**config.mk**
```make
export PLATFORM = sky130hd
export DESIGN_NAME = reg_dump_ctrl
export DESIGN_NICKNAME = d
export VERILOG_FILES = /design/src/rtl/reg_dump_ctrl_pkg.sv /design/src/rtl/reg_dump_ctrl_tag_delay.sv /design/src/rtl/reg_dump_ctrl.sv
export SDC_FILE = /design/constraint.sdc
export NUM_CORES = 1
export LEC_CHECK = 0
export CORE_ASPECT_RATIO = 1.1
export CORE_MARGIN = 3
export CORE_UTILIZATION = 41
export CTS_BUF_LIST = sky130_fd_sc_hd__clkbuf_16
export DETAILED_ROUTE_END_ITERATION = 12
export HOLD_SLACK_MARGIN = 0.15
export PLACE_DENSITY = 0.91
export SETUP_SLACK_MARGIN = 0.1
export SYNTH_ARGS = -nofsm -noshare
export SYNTH_HDL_FRONTEND = slang
export SYNTH_HIERARCHICAL = 1
export SYNTH_SLANG_ARGS = --single-unit
```
**constraint.sdc**
```tcl
create_clock -name clk -period 5.5 [get_ports clk]
set_clock_uncertainty 0.15 [all_clocks]
set_input_delay 1.1 -clock clk [delete_from_list [all_inputs] [get_ports clk]]
set_output_delay 1.1 -clock clk [all_outputs]
set_load 0.1 [all_outputs]
```
**src/rtl/reg_dump_ctrl_pkg.sv**
```systemverilog
// Shared definitions for the register-dump sequencer: instruction fields, state encoding, tag payload.
package reg_dump_ctrl_pkg;

    localparam int unsigned XLEN      = 32;
    localparam int unsigned REG_IDX_W = 5;
    localparam int unsigned NUM_REGS  = 32;

    // ADDI opcode; field layout is opcode[31:26] rs[25:21] rt[20:16] imm[15:0]
    localparam logic [5:0]      OP_ADDI  = 6'b001000;
    localparam logic [XLEN-1:0] NOP_WORD = {OP_ADDI, 26'b0};

    typedef enum logic [2:0] {
        DUMP_IDLE  = 3'd0,
        DUMP_DRAIN = 3'd1,
        DUMP_DUMP  = 3'd2,
        DUMP_FLUSH = 3'd3,
        DUMP_DONE  = 3'd4
    } dump_state_e;

    typedef struct packed {
        logic                 valid;
        logic [REG_IDX_W-1:0] idx;
    } dump_tag_t;

    // ADDI r0, rk, 0: puts rk on read port A without changing architectural state
    function automatic logic [XLEN-1:0] read_word(input logic [REG_IDX_W-1:0] k);
        return {OP_ADDI, k, 5'b0, 16'b0};
    endfunction

endpackage

```
**src/rtl/reg_dump_ctrl_tag_delay.sv**
```systemverilog
// LATENCY-stage shift register carrying {valid, index} alongside the pipeline read latency.
module dump_tag_delay
    import reg_dump_ctrl_pkg::*;
#(
    parameter int unsigned LATENCY = 1
) (
    input  logic      clk,
    input  logic      reset,
    input  dump_tag_t tag_i,
    output dump_tag_t tag_o
);

    dump_tag_t stage_q [LATENCY];

    // Shift tags one stage per cycle; reset flushes everything in flight
    always_ff @(posedge clk or posedge reset) begin
        if (reset) begin
            for (int i = 0; i < int'(LATENCY); i++) begin
                stage_q[i] <= '0;
            end
        end else begin
            stage_q[0] <= tag_i;
            for (int i = 1; i < int'(LATENCY); i++) begin
                stage_q[i] <= stage_q[i-1];
            end
        end
    end

    assign tag_o = stage_q[LATENCY-1];

endmodule

```
**src/rtl/reg_dump_ctrl.sv**
```systemverilog
// Register-dump sequencer: forces drain/read instructions into the pipeline and streams (index, value) beats.
module reg_dump_ctrl
    import reg_dump_ctrl_pkg::*;
#(
    parameter int unsigned DRAIN_CYCLES = 4,
    parameter int unsigned LATENCY      = 1
) (
    input  logic                 clk,
    input  logic                 reset,
    input  logic                 start,
    input  logic [XLEN-1:0]      instruction,
    input  logic [XLEN-1:0]      busA_probe,
    output logic [XLEN-1:0]      inst_out,
    output logic                 override,
    output logic                 busy,
    output logic                 dump_valid,
    output logic [REG_IDX_W-1:0] dump_reg,
    output logic [XLEN-1:0]      dump_data,
    output logic                 done
);

    // One down-counter serves both the drain and the flush waits
    localparam int unsigned MAX_WAIT = (DRAIN_CYCLES > LATENCY) ? DRAIN_CYCLES : LATENCY;
    localparam int unsigned WAIT_W   = (MAX_WAIT > 1) ? $clog2(MAX_WAIT) : 1;
    localparam logic [REG_IDX_W-1:0] LAST_REG = REG_IDX_W'(NUM_REGS - 1);

    dump_state_e          state_q, state_d;
    logic [WAIT_W-1:0]    wait_q, wait_d;
    logic [REG_IDX_W-1:0] issue_q, issue_d;

    logic                 override_q, override_d;
    logic                 busy_q, busy_d;
    logic                 done_q, done_d;
    logic                 dump_valid_q, dump_valid_d;
    logic [REG_IDX_W-1:0] dump_reg_q, dump_reg_d;
    logic [XLEN-1:0]      dump_data_q, dump_data_d;

    dump_tag_t            tag_in_c, tag_out_c;
    logic [XLEN-1:0]      forced_word_c;

    // Tag each read issue so the captured probe value carries its register index
    assign tag_in_c.valid = (state_q == DUMP_DUMP);
    assign tag_in_c.idx   = issue_q;

    dump_tag_delay #(
        .LATENCY (LATENCY)
    ) u_tag_delay (
        .clk   (clk),
        .reset (reset),
        .tag_i (tag_in_c),
        .tag_o (tag_out_c)
    );

    // Forced word: read instruction while issuing, NOP during drain and flush
    assign forced_word_c = (state_q == DUMP_DUMP) ? read_word(issue_q) : NOP_WORD;
    assign inst_out      = override_q ? forced_word_c : instruction;

    // State, counters and output registers
    always_ff @(posedge clk or posedge reset) begin
        if (reset) begin
            state_q      <= DUMP_IDLE;
            wait_q       <= '0;
            issue_q      <= '0;
            override_q   <= 1'b0;
            busy_q       <= 1'b0;
            done_q       <= 1'b0;
            dump_valid_q <= 1'b0;
            dump_reg_q   <= '0;
            dump_data_q  <= '0;
        end else begin
            state_q      <= state_d;
            wait_q       <= wait_d;
            issue_q      <= issue_d;
            override_q   <= override_d;
            busy_q       <= busy_d;
            done_q       <= done_d;
            dump_valid_q <= dump_valid_d;
            dump_reg_q   <= dump_reg_d;
            dump_data_q  <= dump_data_d;
        end
    end

    // Next-state sequencing and next values of the registered outputs
    always_comb begin
        state_d      = state_q;
        wait_d       = wait_q;
        issue_d      = issue_q;
        override_d   = 1'b0;
        busy_d       = 1'b0;
        done_d       = 1'b0;
        dump_valid_d = 1'b0;
        dump_reg_d   = dump_reg_q;
        dump_data_d  = dump_data_q;

        unique case (state_q)
            DUMP_IDLE: begin
                if (start) begin
                    state_d = DUMP_DRAIN;
                    wait_d  = WAIT_W'(DRAIN_CYCLES - 1);
                end
            end
            DUMP_DRAIN: begin
                if (wait_q == '0) begin
                    state_d = DUMP_DUMP;
                    issue_d = '0;
                end else begin
                    wait_d = wait_q - WAIT_W'(1);
                end
            end
            DUMP_DUMP: begin
                // Exit on the explicit last index rather than relying on counter wrap
                if (issue_q == LAST_REG) begin
                    state_d = DUMP_FLUSH;
                    wait_d  = WAIT_W'(LATENCY - 1);
                end else begin
                    issue_d = issue_q + REG_IDX_W'(1);
                end
            end
            DUMP_FLUSH: begin
                if (wait_q == '0) begin
                    state_d = DUMP_DONE;
                end else begin
                    wait_d = wait_q - WAIT_W'(1);
                end
            end
            DUMP_DONE: begin
                state_d = DUMP_IDLE;
            end
            default: begin
                state_d = DUMP_IDLE;
            end
        endcase

        override_d = (state_d == DUMP_DRAIN) || (state_d == DUMP_DUMP) || (state_d == DUMP_FLUSH);
        busy_d     = (state_d != DUMP_IDLE);
        done_d     = (state_d == DUMP_DONE);

        dump_valid_d = tag_out_c.valid;
        if (tag_out_c.valid) begin
            dump_reg_d  = tag_out_c.idx;
            dump_data_d = busA_probe;
        end
    end

    assign override   = override_q;
    assign busy       = busy_q;
    assign done       = done_q;
    assign dump_valid = dump_valid_q;
    assign dump_reg   = dump_reg_q;
    assign dump_data  = dump_data_q;

endmodule

```
Word-level counts from Yosys, hierarchy flattened
Index checks and enable logic that the tools add are counted.
{"block": "totals", "word_cells": 50, "out_inout_bits": 73, "register_bits": 57, "input_bits": 67}
{"block": "classes", "n_reduce_logical": 10, "n_eq_ne": 13, "add_sub_neg": 2, "n_mux": 14}
{"op": "32-bit 2-to-1 mux", "n": 1}
{"op": "26-bit 2-to-1 mux", "n": 1}
{"op": "3-bit by 2-bit == test with 1-bit output (second input constant)", "n": 4}
{"op": "3-bit 2-to-1 mux", "n": 4}
{"op": "3-bit case mux with 4 select lines", "n": 1}
{"op": "5-bit 2-to-1 mux", "n": 2}
{"op": "2-bit != test (second input constant)", "n": 5}
{"op": "5-bit case mux with 2 select lines", "n": 1}
{"op": "3-bit by 1-bit == test with 1-bit output (second input constant)", "n": 2}
{"op": "2-bit 2-to-1 mux", "n": 3}
{"op": "2-bit case mux with 3 select lines", "n": 1}
{"op": "3-bit nonzero test", "n": 2}
{"op": "5-bit by 1-bit adder with 5-bit output (second input constant)", "n": 1}
{"op": "5-bit == test (second input constant)", "n": 1}
{"op": "4-bit AND reduction", "n": 1}
{"op": "3-bit == test (second input constant)", "n": 1}
{"op": "3-bit zero test", "n": 1}
{"op": "3-bit AND reduction", "n": 1}
{"op": "2-bit zero test", "n": 1}
{"op": "1-bit logical OR", "n": 2}
{"op": "2-bit nonzero test", "n": 1}
{"op": "2-bit OR reduction", "n": 1}
{"op": "2-bit by 1-bit subtractor with 2-bit output (second input constant)", "n": 1}

Logic depth before layout (Yosys ltp)
Gate-level depths: netlist (run 1).
{"block": "logic_depth", "word_depth": 6, "depth_mapped": 6, "mapped_depth_nobuf": 6}

By module
The synthesis (run 1) kept the hierarchy.
{"mod": "reg_dump_ctrl", "area_per_inst_um2": 2331.0, "cells_per_inst": 182, "n_inst": 1, "seq_area_each_um2": 1276.2}
{"mod": "dump_tag_delay", "area_per_inst_um2": 153.9, "cells_per_inst": 7, "n_inst": 1, "seq_area_each_um2": 150.1}

Least setup slack after synthesis (run 1)
Ideal clock, no wire load.
{"block": "synth_timing", "path_kind": "register to output", "from": "reg override_q (netlist: override)", "to": "out inst_out[10]", "arrival_ns": 2.593, "path_buffers": 2, "slack_ns": 1.657, "path_stages_with_launch": 4, "required_ns": 4.250, "path_cell_list": "dfrtp_1 > buf_2 > clkbuf_1 > nor2b_1"}
{"block": "synth_between", "elab_chain_cells": 1}
{"item": "start: declaration", "line": "reg_dump_ctrl.sv:31", "rtl": "logic override_q, override_d;"}
{"item": "start signal: assignment", "line": "reg_dump_ctrl.sv:74", "rtl": "override_q <= override_d;"}
{"item": "32-bit 2-to-1 mux", "line": "reg_dump_ctrl.sv:56", "rtl": "assign inst_out = override_q ? forced_word_c : instruction;"}
{"item": "end: declaration", "line": "reg_dump_ctrl.sv:13", "rtl": "output logic [XLEN-1:0] inst_out,"}
No other way between the ends.

Worst setup path after layout (run 1)
{"block": "layout_timing", "from": "reg override_q (netlist: override)", "to": "out inst_out[21]"}
Same word-level chain as after synthesis.

==> impl_metrics.csv, run 1 <==
group,metric,value,unit
outcome,status,"completed",
detailed_routing,wl_per_cell,15.0,µm
global_route,grt_pass1_vias,2015,
floorplan,start_util,42.8,%
clock_network,cts_sinks,57,
clock_network,htreeDepth,3,
layout,syn_to_final_growth,69.7,%
synth,synth_top_area_cell,"dfrtp_1",
layout,drive_gt1_share,18.7,%
global_route,grt_pass1_wl,9650,µm
global_route,grtUsageTotal,17.8,%
hold_path,hold_class,"reg -> reg",
hold_path,holdCritStartpoint,"issue_q[4]$_DFFE_PP0P_",
placement,place_congestion,0.718,
clock_network,post_cts_buffers,0,
critical_path,rr_endpoint,"issue_q[0]$_DFFE_PP0P_",
detailed_routing,vias,1912,
timing,hold_viol,0,
critical_path,rr_worst_depth,6,
floorplan,row_count,29,
detailed_routing,via_per_inst,4.69,
global_route,grt_overflow,0,
clock_network,cts.clk_slew.worst_paths,0.05,ns
critical_path,critPathArrivalTime,3.00,ns
detailed_routing,drt_iter0_drc,76,
synth,syn_area,0.00248,mm²
clock_network,ctsHoldBuffers,0,
clock_network,clockBufferDepth,2,
timing,drv_slew,0,
floorplan,die_y,87.7,µm
layout,fin_cells,408,
placement,numPortBuffers,139,
synth,ys_top_cells_by_area,"dfrtp_1 57%, mux2_2 17%, nor2b_1 6.5%",
detailed_routing,ant_nets,0,
detailed_routing,routed_wirelength,6110,µm
synth,synth_cell_type_count,29,
layout,diodes,0,
critical_path,critPathCaptureType,"primary output",
synth,ys_warn_count,6,
layout,layout_commonest_cell,"clkdlybuf4s50_1",
floorplan,fp.dieW,80.2,µm
synth,avgSynthCellArea,13.1,µm²
floorplan,io_pins,140,
critical_path,cp-start-kind,"register",
critical_path,ff2ff_setup_slack,3.36,ns
timing,rsz0062_at_grt,"false",
clock_network,cts_resized,0,
clock_network,tritoncts,"done",
layout,largest_register_ff_count,32,
timing,fin_setup_tns,0,ns
global_route,grt_max_degree,52,
clock_network,root_buffer,"clkbuf_16",
critical_path,critPathRequiredTime,4.25,ns
layout,multi_input_area,958,µm²
timing,finalCritPeriodShare,77.3,%
global_route,antenna_found_initial,0,
hold_path,min_path_cells,0,
placement,placedCellCount,394,
floorplan,core,0.00581,mm²
layout,final_nets,398,
timing,max_freq,235,MHz
timing,min_period,4.25,ns
layout,num-fill-cells,402,
critical_path,r2r-start,"issue_q[0]$_DFFE_PP0P_",
synth,syn_inst,189,
timing,finalSetupViolations,0,
synth,ys_ff_latch,57,
critical_path,crit_type,"reg -> out",
timing,worst_slew_pin_slew,1.23,ns
detailed_routing,drt_pass1_iterations,4,
layout,final_cell_mix,"139 x clkdlybuf4s50_1, 57 x dfrtp_1, 38 x mux2_2, 26 x nor2b_1, 11 x nand2_1",
floorplan,fp.dieArea,0.00703,mm²
flow_run,cap_viol_max_count,0,
detailed_routing,drc,0,
clock_network,cts_made_buffers,9,
placement,dp_hpwl,4450,µm
timing,slew_headroom,17.7,%
synth,seq_area_frac_synth,57.4,%
synth,netlist.area_leader.share,57.4,%
layout,register_area,0.00143,mm²
critical_path,crit_fanout,38,
hold_path,hold_path_end,"u_tag_delay/tag_o[4]$_DFF_PP0_",
clock_network,clk_latency,0.31,ns
synth,syn_nets,259,
==> per-stage QoR <==
step | util (%) | hold WS (ns) | instance area, µm² | setup slack [ns]
finish | 72.6 | 0.290 | 4220 | 1.25
global route | 72.6 | 0.313 | 4220 | 1.09
CTS | 72.6 | 0.298 | 4220 | 1.23
detailed placement | 67.5 | 0.281 | 3920 | 1.33
global placement | 67.5 | 0.274 | 3920 | 1.36
floorplan | - | 0.199 | 2480 | 1.66
==> routing by layer <==
metal | share of wire [%] | routed length [µm] | vias to the layer above | global-route usage, %
met5 | 0 | 0 | - | 0
met4 | 0.97 | 59 | 0 | 7.22
met3 | 7.0 | 428 | 8 | 4.94
met2 | 52 | 3190 | 67 | 29.3
met1 | 40 | 2430 | 918 | 22.0
li1 | - | - | 919 | -
==> worst max-delay path, cell delays in order (launching register included) <==
cell             delay, ns
dfrtp_1               1.16
nand2_1               0.23
o22ai_2               0.14
clkdlybuf4s50_1       1.16
==> cell usage after synthesis <==
| cell | instances |
|---|---|
| dfrtp_1 | 57 |
| mux2_2 | 38 |
| nor2b_1 | 26 |
| nand2_1 | 11 |
| inv_1 | 10 |
| buf_2 | 8 |
| o22ai_2 | 5 |
| clkbuf_1 | 3 |
| ha_1 | 3 |
| nor2_1 | 3 |
| nor3b_1 | 3 |
| a21oi_1 | 2 |
| a22o_1 | 2 |
| mux2i_1 | 2 |
| o22a_1 | 2 |
| a311oi_1 | 1 |
| and3_1 | 1 |
| buf_6 | 1 |
| mux2_4 | 1 |
| nand4_1 | 1 |
| nand4bb_1 | 1 |
| nor2b_4 | 1 |
| nor3_1 | 1 |
| nor4b_4 | 1 |
| o21a_1 | 1 |
| o22ai_1 | 1 |
| or2_2 | 1 |
| or3b_1 | 1 |
| xor2_1 | 1 |
==> final cells by class <==
cell class / instances / area share, %
clock buffers: 9 / 5.34
well taps: 77 / 2.28
repair buffers: 140 / 33.2
clock inverters: 5 / 1.75
multi-input cells: 110 / 22.7
inverters: 10 / 0.890
flip-flops and latches: 57 / 33.8
==> worst max-delay path by stage <==
stage,startpoint,endpoint,slack [ns],cells after the start
floorplan,override$_DFF_PP0_,inst_out[10],1.66,3
global placement,instruction[22],inst_out[22],1.36,4
detailed placement,instruction[22],inst_out[22],1.33,4
CTS,override$_DFF_PP0_,inst_out[21],1.23,3
global route,override$_DFF_PP0_,inst_out[21],1.09,3
finish,override$_DFF_PP0_,inst_out[21],1.25,3
==> kinds of logic after synthesis <==
kind of cell,Yosys count,share of synthesized area [%]
AO/OA/AOI/OAI,14,5.24
XOR/XNOR,1,0.353
adder cells (fa/ha/maj),3,1.51
buffers and inverters,22,4.03
flip-flops,57,57.4
multiplexers,41,18.6
AND/OR/NAND/NOR,51,12.8
Power of run 1 is left out: the tool's default activity adds up to more than one toggle a clock period on the data nets, which glitch-free logic cannot reach.
==> run 2, diff against run 1 <==
--- a/config.mk
+++ b/config.mk
@@ -7,11 +7,11 @@
 export LEC_CHECK = 0
 export CORE_ASPECT_RATIO = 1.1
 export CORE_MARGIN = 3
-export CORE_UTILIZATION = 41
+export CORE_UTILIZATION = 38
 export CTS_BUF_LIST = sky130_fd_sc_hd__clkbuf_16
 export DETAILED_ROUTE_END_ITERATION = 12
 export HOLD_SLACK_MARGIN = 0.15
-export PLACE_DENSITY = 0.91
+export PLACE_DENSITY = 0.86
 export SETUP_SLACK_MARGIN = 0.1
 export SYNTH_ARGS = -nofsm -noshare
 export SYNTH_HDL_FRONTEND = slang
==> constraint.sdc (replaced) <==
create_clock -name clk -period 4.35 [get_ports clk]
set_clock_uncertainty 0.15 [all_clocks]
set_input_delay 0.87 -clock clk [delete_from_list [all_inputs] [get_ports clk]]
set_output_delay 0.87 -clock clk [all_outputs]
set_load 0.1 [all_outputs]
==> run 2 against run 1 <==
Critical path depth up 1; utilization is 7.2 points lower; sequential cell count did not move; via count grew 0.73%; non-clock buffer count is 1 higher; critical path type unchanged; clock-buffer cell count unchanged; wire length fell by 1.8%.
==> impl_metrics.csv, run 2 (synthesis gave the netlist of run 1 again) <==
group,metric,value,unit
timing,drv_slew,0,
critical_path,critPathCaptureType,"primary output",
layout,drive_gt1_share,28.4,%
clock_network,htreeDepth,3,
detailed_routing,wl_per_cell,14.5,µm
layout,diodes,0,
timing,finalCritPeriodShare,68.1,%
detailed_routing,routed_wirelength,6000,µm
detailed_routing,vias,1926,
hold_path,hold_path_end,"u_tag_delay/tag_o[3]$_DFF_PP0_",
layout,num-fill-cells,453,
critical_path,critPathRequiredTime,3.33,ns
floorplan,io_pins,140,
critical_path,crit_type,"reg -> out",
layout,largest_register_ff_count,32,
flow_run,cap_viol_max_count,0,
timing,worst_slew_pin_slew,1.05,ns
floorplan,row_count,30,
clock_network,clk_latency,0.31,ns
critical_path,rr_endpoint,"issue_q[0]$_DFFE_PP0P_",
global_route,grtUsageTotal,16.5,%
timing,rsz0062_at_grt,"false",
critical_path,r2r-start,"issue_q[0]$_DFFE_PP0P_",
floorplan,fp.dieArea,0.00755,mm²
placement,numPortBuffers,139,
clock_network,cts.clk_slew.worst_paths,0.05,ns
outcome,status,"completed",
clock_network,ctsHoldBuffers,0,
timing,finalSetupViolations,0,
critical_path,ff2ff_setup_slack,2.21,ns
global_route,grt_pass1_wl,10100,µm
global_route,antenna_found_initial,0,
clock_network,clockBufferDepth,2,
layout,final_cell_mix,"106 x clkdlybuf4s50_1, 57 x dfrtp_1, 38 x mux2_2, 35 x buf_4, 26 x nor2b_1",
clock_network,cts_sinks,57,
detailed_routing,drt_iter0_drc,49,
layout,syn_to_final_growth,65.1,%
floorplan,die_y,90.8,µm
timing,hold_viol,0,
detailed_routing,drt_pass1_iterations,4,
layout,final_nets,399,
timing,slew_headroom,30.2,%
timing,min_period,2.96,ns
timing,fin_setup_tns,0,ns
hold_path,holdCritStartpoint,"issue_q[3]$_DFFE_PP0P_",
detailed_routing,via_per_inst,4.65,
hold_path,min_path_cells,0,
layout,layout_commonest_cell,"clkdlybuf4s50_1",
clock_network,post_cts_buffers,0,
critical_path,rr_worst_depth,6,
hold_path,hold_class,"reg -> reg",
floorplan,core,0.00627,mm²
placement,dp_hpwl,4550,µm
floorplan,start_util,39.6,%
detailed_routing,ant_nets,0,
placement,place_congestion,0.695,
critical_path,crit_fanout,20,
critical_path,critPathArrivalTime,1.94,ns
clock_network,tritoncts,"done",
global_route,grt_max_degree,52,
clock_network,root_buffer,"clkbuf_16",
global_route,grt_pass1_vias,2012,
clock_network,cts_resized,0,
floorplan,fp.dieW,83.1,µm
critical_path,cp-start-kind,"register",
clock_network,cts_made_buffers,9,
global_route,grt_overflow,0,
timing,max_freq,337,MHz
detailed_routing,drc,0,
## run 2: changes by cell type in the layout (fill, tap and decap cells not counted), sizes merged
cell	before	now
bufinv	2	0
buf	1	35
clkinv	2	5
clkdlybuf4s50	139	106
inv	11	12
## run 2: final cells by class
cell class / instances / area (µm²) / share of cell area [%]
Clock buffer: 9 / 225 / 5.49
Timing Repair Buffer: 141 / 1320 / 32.3
Multi-Input combinational cell: 110 / 958 / 23.4
Tap cell: 80 / 100 / 2.44
Sequential cell: 57 / 1430 / 34.8
Inverter: 10 / 37.5 / 0.915
Clock inverter: 7 / 30.0 / 0.732
## run 2: metrics by stage
step	instances	hold WS [ns]	utilization [%]	cell area (µm²)	worst slack, ns
2_1_floorplan	189	0.199	-	2480	0.737
3_3_place_gp	398	0.280	61.4	3850	1.53
3_5_place_dp	398	0.279	61.4	3850	1.49
4_1_cts	414	0.297	65.4	4100	1.35
5_1_grt	414	0.319	65.4	4100	1.18
6_report	414	0.306	65.4	4100	1.39
## run 2: metal layers
layer | vias up | share of wire (%) | GRT usage (%)
met2 | 62 | 53 | 27.5
met5 | - | 0 | 0
met1 | 934 | 41 | 20.6
li1 | 922 | - | -
met3 | 8 | 5.1 | 3.65
met4 | 0 | 1.3 | 6.95
## run 2: worst max-delay path by stage
stage / start / endpoint
4_1_cts: override$_DFF_PP0_ / inst_out[24]
3_3_place_gp: instruction[25] / inst_out[25]
3_5_place_dp: instruction[0] / inst_out[0]
6_report: override$_DFF_PP0_ / inst_out[24]
5_1_grt: override$_DFF_PP0_ / inst_out[24]
2_1_floorplan: override$_DFF_PP0_ / inst_out[10]
## run 2: critical path: stages, from the launching register on
cell     delay (ns)
dfrtp_1        0.75
buf_4          0.36
nand2_1        0.11
o22ai_2        0.09
buf_4          0.31
Power of run 2 is left out for the same reason.
